==> src/rtl/cache_control_nway.sv <==
// N-way set-associative write-back/write-allocate cache controller FSM.
// Sequences hit/miss handling, victim writeback and line fill; keeps saturating statistics.
module cache_control_nway #(
    parameter int unsigned WAYS  = 4,
    parameter int unsigned WAY_W = $clog2(WAYS),
    parameter int unsigned CNT_W = 16
) (
    input  logic             clk,
    input  logic             rst,
    input  logic             mem_read,
    input  logic             mem_write,
    input  logic             hit,
    input  logic [WAY_W-1:0] hit_way,
    input  logic [WAY_W-1:0] lru_way,
    input  logic             victim_valid,
    input  logic             victim_dirty,
    input  logic             pmem_resp,
    output logic             mem_resp,
    output logic [WAY_W-1:0] sel_way,
    output logic [WAYS-1:0]  data_write,
    output logic [WAYS-1:0]  valid_write,
    output logic [WAYS-1:0]  dirty_write,
    output logic             dirty_val,
    output logic             fill_sel,
    output logic             lru_update,
    output logic             pmem_read,
    output logic             pmem_write,
    output logic             pmem_addr_sel,
    output logic [CNT_W-1:0] hit_count,
    output logic [CNT_W-1:0] miss_count,
    output logic [CNT_W-1:0] wb_count
);

    typedef enum logic [2:0] {
        StIdle,
        StLookup,
        StWriteback,
        StFill,
        StRespond
    } state_e;

    localparam logic [WAYS-1:0] OneHotBase = {{(WAYS-1){1'b0}}, 1'b1};

    state_e             state_q, state_d;
    logic [WAY_W-1:0]   victim_q, victim_d;
    logic [CNT_W-1:0]   hit_count_q, hit_count_d;
    logic [CNT_W-1:0]   miss_count_q, miss_count_d;
    logic [CNT_W-1:0]   wb_count_q, wb_count_d;

    logic req;
    logic hit_inc, miss_inc, wb_inc;

    assign req = mem_read | mem_write;

    always_comb begin
        state_d       = state_q;
        victim_d      = victim_q;
        hit_inc       = 1'b0;
        miss_inc      = 1'b0;
        wb_inc        = 1'b0;
        mem_resp      = 1'b0;
        sel_way       = '0;
        data_write    = '0;
        valid_write   = '0;
        dirty_write   = '0;
        dirty_val     = 1'b0;
        fill_sel      = 1'b0;
        lru_update    = 1'b0;
        pmem_read     = 1'b0;
        pmem_write    = 1'b0;
        pmem_addr_sel = 1'b0;

        unique case (state_q)
            StIdle: begin
                if (req) state_d = StLookup;
            end
            StLookup: begin
                if (!req) begin
                    state_d = StIdle;
                end else if (hit) begin
                    mem_resp   = 1'b1;
                    sel_way    = hit_way;
                    lru_update = 1'b1;
                    hit_inc    = 1'b1;
                    // mem_write wins when both request lines are raised
                    if (mem_write) begin
                        data_write  = OneHotBase << hit_way;
                        dirty_write = OneHotBase << hit_way;
                        dirty_val   = 1'b1;
                    end
                    state_d = StIdle;
                end else begin
                    victim_d = lru_way;
                    miss_inc = 1'b1;
                    state_d  = (victim_valid && victim_dirty) ? StWriteback : StFill;
                end
            end
            StWriteback: begin
                pmem_write    = 1'b1;
                pmem_addr_sel = 1'b1;
                sel_way       = victim_q;
                if (pmem_resp) begin
                    dirty_write = OneHotBase << victim_q;
                    wb_inc      = 1'b1;
                    state_d     = StFill;
                end
            end
            StFill: begin
                pmem_read = 1'b1;
                sel_way   = victim_q;
                if (pmem_resp) begin
                    data_write  = OneHotBase << victim_q;
                    valid_write = OneHotBase << victim_q;
                    dirty_write = OneHotBase << victim_q;
                    fill_sel    = 1'b1;
                    state_d     = StRespond;
                end
            end
            StRespond: begin
                mem_resp   = 1'b1;
                sel_way    = victim_q;
                lru_update = 1'b1;
                if (mem_write) begin
                    data_write  = OneHotBase << victim_q;
                    dirty_write = OneHotBase << victim_q;
                    dirty_val   = 1'b1;
                end
                state_d = StIdle;
            end
            default: state_d = StIdle;
        endcase

        hit_count_d  = (hit_inc && hit_count_q != '1) ? hit_count_q + CNT_W'(1) : hit_count_q;
        miss_count_d = (miss_inc && miss_count_q != '1) ? miss_count_q + CNT_W'(1) : miss_count_q;
        wb_count_d   = (wb_inc && wb_count_q != '1) ? wb_count_q + CNT_W'(1) : wb_count_q;

        // Reset silences every control output, even mid-transaction
        if (rst) begin
            mem_resp      = 1'b0;
            sel_way       = '0;
            data_write    = '0;
            valid_write   = '0;
            dirty_write   = '0;
            dirty_val     = 1'b0;
            fill_sel      = 1'b0;
            lru_update    = 1'b0;
            pmem_read     = 1'b0;
            pmem_write    = 1'b0;
            pmem_addr_sel = 1'b0;
        end
    end

    always_ff @(posedge clk) begin
        if (rst) begin
            state_q      <= StIdle;
            victim_q     <= '0;
            hit_count_q  <= '0;
            miss_count_q <= '0;
            wb_count_q   <= '0;
        end else begin
            state_q      <= state_d;
            victim_q     <= victim_d;
            hit_count_q  <= hit_count_d;
            miss_count_q <= miss_count_d;
            wb_count_q   <= wb_count_d;
        end
    end

    assign hit_count  = hit_count_q;
    assign miss_count = miss_count_q;
    assign wb_count   = wb_count_q;

endmodule

==> config.mk <==
export PLATFORM = sky130hd
export DESIGN_NAME = cache_control_nway
export DESIGN_NICKNAME = d
export VERILOG_FILES = /design/src/rtl/cache_control_nway.sv
export SDC_FILE = /design/constraint.sdc
export NUM_CORES = 1
export LEC_CHECK = 0
export ABC_CLOCK_PERIOD_IN_PS = 1800
export BUFFER_PORTS_ARGS = -buffer_cell sky130_fd_sc_hd__buf_2
export CAP_MARGIN = 20
export CORE_UTILIZATION = 42
export DETAILED_ROUTE_END_ITERATION = 10
export PLACE_DENSITY = 0.68
export SLEW_MARGIN = 20
export SYNTH_ARGS = -nofsm -noshare
export SYNTH_HDL_FRONTEND = slang
export SYNTH_SLANG_ARGS = --single-unit
==> constraint.sdc <==
create_clock -name clk -period 1.8 [get_ports clk]
set_input_delay 0.09 -clock clk [delete_from_list [all_inputs] [get_ports clk]]
set_output_delay 0.09 -clock clk [all_outputs]
set_load 0.05 [all_outputs]
---- Word-level counts from Yosys, hierarchy flattened ----
Cells that the tools add are included.
operators by class
  add/subtract/negate cells ............... 3
  reductions and logical operators ........ 9
  mux-type cells .......................... 43
  equal/unequal tests ..................... 10
  bitwise gates (word level) .............. 2
  shift-type cells ........................ 2
operator list
  operator                 number
  $add A16 B1 Y16 const B  3
  $ne A16 B16 Y1 const B   3
  $mux W4                  9
  $pmux W4 S3              2
  $mux W1                  20
  $pmux W3 S4              1
  $mux W2                  5
  $mux W3                  3
  $shl A1 B2 Y4 const A    2
  $eq A3 B2 Y1 const B     2
  $ne A2 B2 Y1 const B     3
  $reduce_and A3 Y1        2
  $logic_and A1 B1 Y1      4
  $pmux W1 S2              2
  $pmux W2 S2              1
  $eq A3 B1 Y1 const B     1
  $eq A3 B3 Y1 const B     1
  $logic_not A3 Y1         1
  $reduce_or A3 Y1         1
  $reduce_or A2 Y1         1
  $not A1 Y1               1
  $or A1 B1 Y1             1
word-level totals
  register bits after elaboration ......... 53
  output and inout port bits .............. 69
  bits of input ports ..................... 12
  word-level logic and storage cells ...... 74

---- Longest topological paths before layout ----
Gate-level depths: netlist of run 1.
  depth after elaboration ................. 6
  mapped depth ............................ 7

---- Least setup slack after synthesis of run 1 ----
No wires, ideal clock.
  path type ............................... reg-to-output
  from .................................... register state_q[0]
  to ...................................... output port dirty_val
  slack ................................... -1481 ps
  buffers on the path ..................... 1
  required time ........................... 1710 ps
  data arrival time ....................... 3191 ps
  stages on the path, launching flop included .. 4
  path through ............................ dfxtp_1 clkbuf_1 nand3b_1 a2111oi_0
on the way
  cells in the longest elaborated chain, start to end .. 3
  elaborated cells between the ends (all ways) .. 4
  classes of those cells .................. eq/ne: 2; mux: 2
RTL lines
  what                                                 line  text
  from (decl)                                          44    state_e state_q, state_d;
  from (signal assigned)                               155   state_q <= StIdle;
  from (signal assigned)                               161   state_q <= state_d;
  $eq A3 B3 Y1 / $eq A3 B1 Y1 (equally long branches)  73    unique case (state_q)
  $pmux W1 S2 (*)                                      73
  $mux W1 (*)                                          138   if (rst) begin
  to (decl)                                            23    output logic dirty_val,
Every way passes the cells marked *; elsewhere a longest branch is shown, timed or not.

---- Final worst setup path of run 1 ----
  from .................................... register state_q[2]
  to ...................................... output port dirty_write[3]
on the way
  cells in the longest elaborated chain, start to end .. 4
  elaborated cells between the ends (all ways) .. 7
  classes of those cells .................. eq/ne: 4; mux: 2; reduce/logical: 1
RTL lines
  what                               line  text
  $eq A3 B2 Y1                       73
  $reduce_or A2 Y1 (no source line)  n/a
  $pmux W4 S3 (*)                    73
  $mux W4 (*)                        138
  to (decl)                          22    output logic [WAYS-1:0] dirty_write,
Marks and branches as above.

==> summary.md, run 1 <==
| Metric | Value |
|---|---|
| Die area | `7660 sq um` |
| Vias in the first global route | `3141` |
| Unique cell type count in the Yosys netlist | `50` |
| N_diodes | `0` |
| Routed Antenna Nets | `0` |
| Crit path depth | `6` |
| Grt ovf | `0` |
| Clock share of power | `0.320` |
| H-tree Lvls | `2` |
| DP Wirelength | `6400 um` |
| Number of non-filler instances in the completed layout | `612` |
| Post-synthesis mux area share | `0.0257` |
| Register area share after synthesis | `0.345` |
| Die Y | `87.5 um` |
| Final hold vios | `0` |
| Tmin final | `1.88 ns` |
| DP Worst Slack | `-0.0608 ns` |
| Post-synth EDFFs | `0` |
| Setup Viol. Count Final | `14` |
| DRT Pass-1 Iters | `4` |
| Final GP Congestion | `0.859` |
| Core Box Area | `6940 sq um` |
| Fmax | `531 MHz` |
| Clk_lat worst skew | `0.32 ns` |
| Bufs and invs on worst path | `2` |
| R2R setup slack | `-0.06 ns` |
| Worst R2R End | `miss_count[9]` |
| Post-route cell area | `4670 sq um` |
| Placed Instances | `589` |
| TritonCTS buffer count | `5` |
| Syn Area/Cell | `7.94 sq um` |
| Failing checks | `setup timing` |
| Status | `finished with violations` |
| CP most frequent cell | `buf_6` |
| Max transition margin | `0.647` |
| Most common cell after layout, fill and taps aside | `buf_2` |
| WL/cell | `15.5 um` |
| Largest net degree at the start of global routing | `44` |
| Largest family of logic cells by synthesized area | `simple AND/OR/NAND/NOR gates` |
| Complex-gate fraction of the synthesized area | `0.213` |
| Crit path max-delay family | `simple AND/OR/NAND/NOR gates` |
| Clk_skew | `0.0131 ns` |
| DR DRC count | `0` |
| Required @ worst endpoint | `1.71 ns` |
| CP Launch Type | `flop` |
| Worst-path clk slew | `0.10 ns` |
| RSZ-0062 raised after global routing | `true` |
| Syn Nets | `402` |
| Worst-case hold path end point | `victim_q[1]` |
| Leak | `0.00178 uW` |
| Hold_ws | `0.0226 ns` |
| Final Cycle Share | `1.05` |
| Sw Share | `0.277` |
| Clk sinks | `53` |
| Setup WS post-layout | `-0.0832 ns` |
| Combinational cell fraction of total power | `0.152` |
| Hold buffers post-CTS | `0` |
| Via-to-Cell Ratio | `5.85` |
| First-pass GRT wire length | `14700 um` |
| Via count | `3582` |
| Area of placed instances | `4100 sq um` |
| Hold Crit Start | `lru_way[1]` |
| #FFs+latches synth | `53` |
| Starting Density | `0.442` |
| Fraction of the mapped netlist area in adder cells | `0.0122` |
| Antenna violations before repair | `0` |
| Hold WC Path Type | `in2reg` |
| Net count, final | `530` |
| Worst IR drop on VDD | `312 uV` |
| Layout cells sized above 1 | `0.527` |
| Hold path depth | `3` |
| Row Count | `30` |
| Total GRT Usage | `0.241` |
| Worst R2R Start | `state_q[2]` |
| Critical-path cell list | `and4bb_4 -> and3_4 -> buf_6 -> a22oi_1 -> nor2_2 -> buf_6` |
| Port Buf Inserts | `80` |
| Worst Path Arrival | `1.79 ns` |
| Cell internal pwr | `1610 uW` |
| Cell area after synthesis | `3070 sq um` |
| Reg2reg path depth | `6` |
| Most used flip-flop cell after synthesis | `dfxtp_1` |
| Max_cap viols | `0` |
| Power per cell area | `478 nW/um^2` |
| P&R area growth vs syn | `52.1%` |
| Xor-xnor portion of the synthesized cell area | `0.00285` |
| Synth Area in Simple Gates | `0.355` |
| Max clock buf depth | `2` |
| Ports | `81` |
| Root Buffer | `clkbuf_8` |
| CTS tree | `done` |
| # fillers | `549` |
| Seq pwr share | `0.527` |
| Yosys warns | `0` |
| 1st-iter DRT viols | `153` |
| Synthesized instance count | `387` |
| Sw power | `620 uW` |
| Die X | `87.5 um` |
| Final slew viol count | `0` |
| CP Capture Type | `output pin` |
| Worst Tran Pin Value | `0.529 ns` |
| Most frequent cells in the layout | `buf_2, buf_4, dfxtp_2, a21oi_1, nand2_1` |
| Slowest-stage cell, CP | `and4bb_4` |
| Final wirelength | `9500 um` |
| Async S/R FF share, synth | `0` |
| Register area | `1160 sq um` |
| Max incr delay on CP | `0.39 ns` |
| Multi-input gate area | `2250 sq um` |
| Kind of critical path | `reg2out` |
| Critical path fanouts, max | `4` |
[timing repair]
action                     4_1_cts  5_1_grt
gates cloned                     0        1
gates resized for setup         54       44
pin swaps                        6       13
setup endpoints to repair       21       52
buffers inserted                 3       11
[area by class of cell]
cell class / instances / share of cell area
multi-input cells: 299 / 0.481
flip-flops and latches: 53 / 0.249
repair buffers: 143 / 0.213
clock buffers: 8 / 0.0193
inverters: 13 / 0.0113
well taps: 96 / 0.0257
[layer usage]
| metal | global-route usage | up-vias | part of all wire |
|---|---|---|---|
| met4 | 0.0969 | 0 | 0.013 |
| li1 | - | 1742 | - |
| met5 | 0 | - | 0 |
| met1 | 0.315 | 1728 | 0.44 |
| met2 | 0.396 | 100 | 0.50 |
| met3 | 0.0408 | 12 | 0.044 |
[worst reg2reg max path: cells and delay by family, from the launching register on]
family | cells | cell delay, ns
AOI/OAI and AO/OA | 1 | 0.16
and+or+nand+nor | 3 | 0.98
buffers and inverters | 2 | 0.29
DFF | 1 | 0.36
[how the worst max path moves through the flow]
stage,startpoint,to,slack [ns]
3_5_place_dp,state_q[0],wb_count[14],-0.06
4_1_cts,state_q[0],dirty_write[1],-0.06
5_1_grt,state_q[0],data_write[1],-0.15
2_1_floorplan,state_q[2],dirty_val,-0.11
3_3_place_gp,state_q[0],wb_count[14],-0.003
6_report,state_q[2],dirty_write[3],-0.08
[synth_stat cells, drive strengths merged, types with 8 or more instances]
master   n  area, sq um
o31ai   20          150
dfxtp   53         1060
o21ai   15         75.1
or3      8         50.1
nor3    10         50.1
nor2b    9         56.3
and2     8         50.1
nand3   20          100
or4     23          173
nand4   15         93.8
inv     13         48.8
nand2   29          109
nor4    11         75.1
nor2    21         78.8
clkbuf  19         71.3
a21oi   39          195
[cells by family after synthesis]
logic type | count (synthesis)
AOI/OAI and AO/OA | 102
buffers and inverters | 35
and+or+nand+nor | 186
muxes | 7
DFF | 53
adders and majority gates | 3
xor gates and xnor gates | 1
[power by group through the flow]
stage | combinational (uW) | sequential [uW] | clock, uW
3_3_place_gp | 277 | 1200 | 0
6_report | 340 | 1180 | 716
2_1_floorplan | 155 | 1220 | 0
5_1_grt | 364 | 1180 | 783
3_5_place_dp | 280 | 1200 | 0
4_1_cts | 307 | 1170 | 734
[state kept, by name (all words and copies together) (netlist names)]
| register | cells |
|---|---|
| hit_count | 16 |
| miss_count | 16 |
| wb_count | 16 |
| state_q | 3 |
| victim_q | 2 |
[per-stage QoR]
stage	util	TNS [ns]	power (uW)
floorplan	-	-0.216	1370
global placement	0.590	-0.00290	1480
CTS	0.633	-0.166	2220
finish	0.673	-0.631	2230
detailed placement	0.590	-0.0944	1480
global route	0.673	-2.19	2330
Power figures use the tool's default switching activity.
==> run 2, diff against run 1 <==
--- a/config.mk
+++ b/config.mk
@@ -7,3 +7,3 @@
 export LEC_CHECK = 0
-export ABC_CLOCK_PERIOD_IN_PS = 1800
+export ABC_CLOCK_PERIOD_IN_PS = 2280
 export BUFFER_PORTS_ARGS = -buffer_cell sky130_fd_sc_hd__buf_2
@@ -12,3 +12,3 @@
 export DETAILED_ROUTE_END_ITERATION = 10
-export PLACE_DENSITY = 0.68
+export PLACE_DENSITY = 0.66
 export SLEW_MARGIN = 20
==> constraint.sdc (replaced) <==
create_clock -name clk -period 2.28 [get_ports clk]
set_input_delay 0.114 -clock clk [delete_from_list [all_inputs] [get_ports clk]]
set_output_delay 0.114 -clock clk [all_outputs]
set_load 0.005 [all_outputs]
==> summary.md, run 2 (synthesis results as in run 1) <==
| Metric | Value |
|---|---|
| # fillers | `703 (+28%)` |
| Largest net degree at the start of global routing | `27 (-39%)` |
| Max incr delay on CP | `0.58 ns (+0.19 ns)` |
| Critical path fanouts, max | `11 (+7)` |
| Register area | `1060 sq um (-8.8%)` |
| Die X | `87.5 um (unchanged)` |
| Tmin final | `2.16 ns` |
| Final slew viol count | `0 (unchanged)` |
| Die area | `7660 sq um (unchanged)` |
| Port Buf Inserts | `80 (unchanged)` |
| Final hold vios | `0 (unchanged)` |
| Setup Viol. Count Final | `0 (-14)` |
| Worst Tran Pin Value | `0.478 ns (-0.0509 ns)` |
| Vias in the first global route | `2826 (-10%)` |
| DR DRC count | `0 (unchanged)` |
| Clk_lat worst skew | `0.32 ns (about the same)` |
| P&R area growth vs syn | `20.5%` |
| Hold buffers post-CTS | `0 (unchanged)` |
| Routed Antenna Nets | `0 (unchanged)` |
| Worst-path clk slew | `0.11 ns (about the same)` |
| Max_cap viols | `0 (unchanged)` |
| Max clock buf depth | `2 (unchanged)` |
| Multi-input gate area | `1890 sq um (-16%)` |
| Starting Density | `0.442 (unchanged)` |
| Clk sinks | `53 (unchanged)` |
| Final Cycle Share | `0.949` |
| TritonCTS buffer count | `5 (unchanged)` |
| Kind of critical path | `reg2out` |
| Clk_skew | `0.0101 ns (-0.00299 ns)` |
| WL/cell | `15.0 um (-3.2%)` |
| Worst IR drop on VDD | `241 uV (-23%)` |
| Hold_ws | `0.0381 ns (+0.0155 ns)` |
| Row Count | `30 (unchanged)` |
| Total GRT Usage | `0.219 (-0.0220)` |
| Final wirelength | `8430 um (-11%)` |
| H-tree Lvls | `2 (unchanged)` |
| CP Capture Type | `output pin` |
| Fmax | `462 MHz` |
| Bufs and invs on worst path | `2 (unchanged)` |
| Most frequent cells in the layout | `buf_2, dfxtp_1, a21oi_1, nand2_1, or4_1` |
| Crit path max-delay family | `simple AND/OR/NAND/NOR gates` |
| N_diodes | `0 (unchanged)` |
| CTS tree | `done` |
| Critical-path cell list | `buf_4 -> or3b_2 -> nand2_1 -> a22oi_1 -> nor2_1 -> buf_2` |
| Ports | `81 (unchanged)` |
| Most common cell after layout, fill and taps aside | `buf_2` |
| Slowest-stage cell, CP | `dfxtp_1` |
| Final GP Congestion | `0.863 (+0.54%)` |
| Status | `complete, no violations` |
| Hold WC Path Type | `in2reg` |
| Root Buffer | `clkbuf_8` |
| Die Y | `87.5 um (unchanged)` |
| Antenna violations before repair | `0 (unchanged)` |
| Power per cell area | `442 nW/um^2 (-7.6%)` |
| Required @ worst endpoint | `2.17 ns (+0.46 ns)` |
| Net count, final | `479 (-9.6%)` |
| Power after layout | `1640 uW (-27%)` |
| Max transition margin | `0.678 (+0.0310)` |
| Grt ovf | `0 (unchanged)` |
| 1st-iter DRT viols | `239 (+56%)` |
| Leak | `0.00140 uW (-21%)` |
| Via-to-Cell Ratio | `6.01 (+2.7%)` |
| Worst Path Arrival | `2.05 ns (+0.26 ns)` |
| First-pass GRT wire length | `13400 um (-8.7%)` |
| Via count | `3373 (-5.8%)` |
| Core Box Area | `6940 sq um (unchanged)` |
| DP Wirelength | `6110 um (-4.6%)` |
| DRT Pass-1 Iters | `5 (+1)` |
| Layout cells sized above 1 | `0.254 (-0.273)` |
| CP Launch Type | `flop` |
run 2: cell types whose count changed in the layout (fill, tap and decap cells not counted), sizes merged:
cell    before  now
buf        141   92
inv         12   13
clkinv       0    2
clkbuf      10    5
run 2: through the flow:
| step | setup WS [ns] | cells | cell area (sq um) | setup TNS [ns] | util |
|---|---|---|---|---|---|
| floorplan | 0.372 | 387 | 3070 | 0 | - |
| global route | -0.00183 | 561 | 3700 | -0.00183 | 0.533 |
| finish | 0.115 | 561 | 3700 | 0 | 0.533 |
| CTS | 0.0127 | 561 | 3690 | 0 | 0.531 |
| detailed placement | -0.0214 | 553 | 3600 | -0.0415 | 0.518 |
| global placement | 0.0999 | 553 | 3600 | 0 | 0.518 |
run 2: repair_timing:
action | CTS | global route
gates resized for setup | 1 | 3
buffers inserted | 0 | 0
endpoints found under the setup margin | 3 | 7
hold endpoints to repair | 0 | 0
run 2: metal layers:
metal | part of all wire | up-vias | GRT usage
met3 | 0.061 | 12 | 0.0464
met4 | 0.016 | 0 | 0.0775
met1 | 0.46 | 1596 | 0.284
met2 | 0.47 | 125 | 0.360
li1 | - | 1640 | -
met5 | 0 | - | 0
run 2: final cells by class:
cell class	instances	area share
Clock buffer	5	0.0186
Clock inverter	3	0.00473
Inverter	13	0.0132
Multi-Input combinational cell	299	0.512
Sequential cell	53	0.287
Tap cell	96	0.0324
Timing Repair Buffer	92	0.132
run 2: worst register-to-register path: cells and delay by family, from the launching register on:
family           cells  cell delay, ns
muxes                1            0.35
DFF                  1            0.44
and+or+nand+nor      3            1.16
run 2: worst paths after layout:
| kind | start | end | slack [ns] | cells past startpoint |
|---|---|---|---|---|
| min | lru_way[1] | victim_q[1] | 0.04 | 3 |
| max reg2reg | state_q[2] | wb_count[14] | 0.23 | 4 |
| min reg2reg | wb_count[15] | wb_count[15] | 0.51 | 2 |
| max | state_q[2] | sel_way[0] | 0.12 | 6 |
run 2: power breakdown:
part           switching, uW  total, uW  internal, uW
logic                   86.9        139          52.2
registers               17.8        952           934
clock network            331        544           213
total                    436       1640          1200
